## src/rtl/dm_arbiter.sv

```systemverilog
// Data-memory arbiter between the rv32i core and a debug/loader master.
// Optional `DM_ARB_STATS_EN adds a saturating conflict_cnt output.
module dm_arbiter #(
   parameter int AW       = 5,
   parameter int DW       = 32,
   parameter int MAX_WAIT = 4
) (
   input  logic          clk,
   input  logic          reset,
   input  logic          cpu_req,
   input  logic          cpu_we,
   input  logic [AW-1:0] cpu_addr,
   input  logic [DW-1:0] cpu_wd,
   output logic [DW-1:0] cpu_rd,
   output logic          cpu_stall,
   input  logic          dbg_req,
   input  logic          dbg_we,
   input  logic [AW-1:0] dbg_addr,
   input  logic [DW-1:0] dbg_wd,
   input  logic          dbg_lock,
   output logic          dbg_gnt,
   output logic [DW-1:0] dbg_rd,
   output logic          dbg_rvalid,
   output logic [AW-1:0] dm_addr,
   output logic [DW-1:0] dm_wd,
   output logic          dm_we,
   input  logic [DW-1:0] dm_rd
`ifdef DM_ARB_STATS_EN
   ,
   output logic [15:0]   conflict_cnt
`endif
);

   typedef enum logic {IDLE, LOCKED} state_t;

   state_t     state, state_nxt;
   logic       last_dbg;   // 1 when the most recent grant went to the debug master
   logic [3:0] wait_cnt;
   logic       cpu_gnt;
   logic       cpu_force;

   assign cpu_force = cpu_req && (wait_cnt == 4'(MAX_WAIT));

   // Grant decision; nothing is granted while reset is held.
   always_comb begin
      cpu_gnt = 1'b0;
      dbg_gnt = 1'b0;
      if (!reset) begin
         if (cpu_force)                     cpu_gnt = 1'b1;
         else if (state == LOCKED && dbg_req) dbg_gnt = 1'b1;
         else if (cpu_req && dbg_req) begin
            if (last_dbg) cpu_gnt = 1'b1;
            else          dbg_gnt = 1'b1;
         end
         else if (cpu_req)                  cpu_gnt = 1'b1;
         else if (dbg_req)                  dbg_gnt = 1'b1;
      end
   end

   assign cpu_stall = cpu_req && !cpu_gnt && !reset;

   always_comb begin
      state_nxt = state;
      case (state)
         IDLE:    if (dbg_gnt && dbg_lock) state_nxt = LOCKED;
         LOCKED:  if (!dbg_req || (dbg_gnt && !dbg_lock)) state_nxt = IDLE;
         default: state_nxt = IDLE;
      endcase
   end

   always_comb begin
      dm_addr = '0;
      dm_wd   = '0;
      dm_we   = 1'b0;
      cpu_rd  = '0;
      if (cpu_gnt) begin
         dm_addr = cpu_addr;
         dm_wd   = cpu_wd;
         dm_we   = cpu_we;
         cpu_rd  = dm_rd;
      end else if (dbg_gnt) begin
         dm_addr = dbg_addr;
         dm_wd   = dbg_wd;
         dm_we   = dbg_we;
      end
   end

   always_ff @(posedge clk or posedge reset) begin
      if (reset) begin
         state      <= IDLE;
         last_dbg   <= 1'b1;
         wait_cnt   <= '0;
         dbg_rd     <= '0;
         dbg_rvalid <= 1'b0;
      end else begin
         state <= state_nxt;
         if (cpu_gnt || dbg_gnt) last_dbg <= dbg_gnt;
         if (cpu_stall) begin
            if (wait_cnt != 4'(MAX_WAIT)) wait_cnt <= wait_cnt + 4'd1;
         end else begin
            wait_cnt <= '0;
         end
         dbg_rvalid <= dbg_gnt && !dbg_we;
         if (dbg_gnt && !dbg_we) dbg_rd <= dm_rd;
      end
   end

`ifdef DM_ARB_STATS_EN
   always_ff @(posedge clk or posedge reset) begin
      if (reset)                                          conflict_cnt <= '0;
      else if (cpu_req && dbg_req && conflict_cnt != 16'hFFFF) conflict_cnt <= conflict_cnt + 16'd1;
   end
`endif

endmodule
```

## config.mk

```make
export PLATFORM = sky130hd
export DESIGN_NAME = dm_arbiter
export DESIGN_NICKNAME = d
export VERILOG_FILES = /design/src/rtl/dm_arbiter.sv
export SDC_FILE = /design/constraint.sdc
export NUM_CORES = 1
export LEC_CHECK = 0
export ABC_AREA = 1
export CORE_ASPECT_RATIO = 1.5
export CORE_UTILIZATION = 33
export CTS_CLUSTER_SIZE = 10
export DETAILED_ROUTE_END_ITERATION = 7
export GPL_ROUTABILITY_DRIVEN = 1
export PLACE_DENSITY_LB_ADDON = 0.1
export SETUP_SLACK_MARGIN = 0.02
export SYNTH_ARGS = -nofsm -noshare
export SYNTH_HDL_FRONTEND = slang
export SYNTH_SLANG_ARGS = --single-unit
export TNS_END_PERCENT = 5
```

## constraint.sdc

```tcl
create_clock -name clk -period 3.4 [get_ports clk]
set_input_delay 0.68 -clock clk [delete_from_list [all_inputs] [get_ports clk]]
set_output_delay 0.68 -clock clk [all_outputs]
set_load 0.01 [all_outputs]
```

==> results.sh <==
export IMPL_drv_slew=0
export IMPL_skew_ns=0.00255
export IMPL_cp_arrival_ns=2.43
export IMPL_clock_sinks=39
export IMPL_period_share=0.914
export IMPL_dp_slack_ns=0.107
export IMPL_start_kind="input pin"
export IMPL_switching_share=0.304
export IMPL_synthesis_area_um2=2570
export IMPL_ioPinCount=218
export IMPL_internal_power_uw=1390
export IMPL_ys_warnings_count=0
export IMPL_drv_cap=0
export IMPL_row_count=39
export IMPL_tns_ns=0
export IMPL_setup_viol=0
export IMPL_grt_pass1_vias=3163
export IMPL_status="finished clean"
export IMPL_overflow=0
export IMPL_critPathKind="in2out"
export IMPL_ys_seq_elements=39
export IMPL_die_h_um=110
export IMPL_p_per_area_nw_per_um2=397
export IMPL_endpoint_kind="output port"
export IMPL_tightest_slew_ns=0.359
export IMPL_fin_area_um2=5040
export IMPL_drive_above_1_share=0.0421
export IMPL_combPwrFrac=0.424
export IMPL_synth_compound_area_frac=0
export IMPL_synth_nets=505
export IMPL_clkLatencyLatePin_ns=0.28
export IMPL_synth_fa_ha_area_frac=0.00974
export IMPL_ant_nets=0
export IMPL_synth_cell_type_count=18
export IMPL_synth_mux_area_frac=0
export IMPL_final_cell_mix="216 x clkdlybuf4s50_1, 114 x nand2_1, 80 x nand3_1, 44 x inv_1, 39 x nor2_1"
export IMPL_rsz0062_at_grt="false"
export IMPL_hold_class="reg2reg"
export IMPL_synthXorXnorAreaFrac=0.00682
export IMPL_fp_coreArea_um2=7560
export IMPL_nets=708
export IMPL_power_switching_uw=607
export IMPL_max_clock_freq_mhz=322
export IMPL_syn2layout_area_growth_pct=96.1
export IMPL_wire_per_inst_um=15.1
export IMPL_relSlewSlack=0.761
export IMPL_die_area_um2=8150
export IMPL_hold_ws_ns=0.470
export IMPL_initial_core_util=0.340
export IMPL_synth_top_family_by_area="simple AND/OR/NAND/NOR gates"
export IMPL_gp_congestion=0.755
export IMPL_postPlaceCellArea_um2=4860
export IMPL_period_needed_ns=3.11
export IMPL_peakVddDrop_v=0.000362
export IMPL_clockBufferDepth=2
export IMPL_clockPowerShare=0.273
export IMPL_grt_pass1_wl_um=15500
export IMPL_via_per_inst=4.87
export IMPL_path_max_fanout=16
export IMPL_die_x_um=74.1
export IMPL_path_clk_slew_ns=0.06
export IMPL_power_frac_seq=0.303
export IMPL_numCtsBuffers=5
export IMPL_first_pass_iters=4
export IMPL_grt_usage=0.250
export IMPL_cts_tree="yes"
export IMPL_p_leak_uw=0.00245
export IMPL_synth_area_per_cell_um2=6.59
export IMPL_finalHoldViolations=0
export IMPL_fillers=671
export IMPL_crit_required_ns=2.72
export IMPL_cts_hold_fix_buffers=0
export IMPL_drc=0
export IMPL_syn_inst=390
export IMPL_setup_ws_ns=0.291
export IMPL_grt_max_degree=52
export IMPL_routed_wirelength_um=10500
export IMPL_hpwl_um=7730
export IMPL_r2r_slack_ns=1.86
export IMPL_yosys_area_share_simple=0.469
export IMPL_yosysSeqAreaShare=0.380
export IMPL_diodes=0
export IMPL_cts_max_level=2
export IMPL_vias=3392
export IMPL_cts_root_buf="clkbuf_16"
export IMPL_numPortBuffers=217
export IMPL_antenna_found_initial=0
export IMPL_final_common_cell="clkdlybuf4s50_1"
export IMPL_drt_initial_drc_count=149
## kinds of logic after synthesis
| logic type | after synthesis |
|---|---|
| fa+ha+maj | 2 |
| simple gates | 269 |
| buf+inv | 78 |
| flops | 39 |
| xor+xnor | 2 |
## cell usage after synthesis
cell      number  area [um^2]
dfstp_2        1         26.3
clkbuf_1       4         15.0
xor2_1         1         8.76
nand3_2        1         10.0
nand4_1       33          206
inv_2          1         3.75
xnor2_1        1         8.76
nor2_1        40          150
buf_4          5         37.5
dfrtp_1       38          951
buf_6          1         11.3
ha_1           2         25.0
nand3_1       80          400
buf_2         20          100
inv_1         45          169
nor2_4         1         11.3
buf_1          2         7.51
nand2_1      114          428
## routing by layer
metal | GRT usage | vias up | share of wire
met5 | 0 | - | 0
met4 | 0.0879 | 0 | 0.020
met2 | 0.437 | 162 | 0.50
met1 | 0.272 | 1556 | 0.36
met3 | 0.0909 | 13 | 0.12
li1 | - | 1661 | -
## registers in the layout (all words and copies together) (netlist names)
signal,flops
dbg_rd,32
wait_cnt,4
dbg_rvalid,1
last_dbg,1
state,1
## power groups by stage
stage          sequential [uW]  clock [uW]  combinational (uW)
5_1_grt                    619         575                 918
3_3_place_gp               609           0                 844
3_5_place_dp               613           0                 853
4_1_cts                    607         560                 858
2_1_floorplan              653           0                 281
6_report                   606         546                 847
## worst paths after layout
kind                             start          end  depth (start not counted)
max                            dbg_req    cpu_stall                          7
min                           last_dbg     last_dbg                          2
max reg2reg                wait_cnt[0]  wait_cnt[0]                          8
min reg2reg                   last_dbg     last_dbg                          2
max in group asynchronous        reset     last_dbg                          3
min in group asynchronous        reset    dbg_rd[3]                          3
## worst max-delay path, cell delays in order
cell and delay (ns):
clkdlybuf4s50_1 0.48, inv_1 0.08, nor2_4 0.11, buf_4 0.23, nand3_1 0.20, inv_1 0.10
clkdlybuf4s50_1 0.53
## what timing repair did
action | in CTS | in global routing
buffers inserted | 0 | 0
gates resized for setup | 0 | 1
setup endpoints to repair | 0 | 10
## final cells by class
| type | count | area (um^2) | area share |
|---|---|---|---|
| Inverter | 46 | 173 | 0.0343 |
| Timing Repair Buffer | 228 | 2330 | 0.463 |
| Sequential cell | 39 | 977 | 0.194 |
| Tap cell | 102 | 128 | 0.0253 |
| Clock buffer | 6 | 139 | 0.0276 |
| Multi-Input combinational cell | 273 | 1260 | 0.249 |
| Clock inverter | 2 | 35.0 | 0.00695 |
## per-stage QoR
step           utilization  std cells  power (uW)
3_5_place_dp         0.643        688        1470
2_1_floorplan            -        390         934
6_report             0.666        696        2000
5_1_grt              0.666        696        2110
4_1_cts              0.666        696        2020
3_3_place_gp         0.643        688        1450
Power figures use the tool's default switching activity.
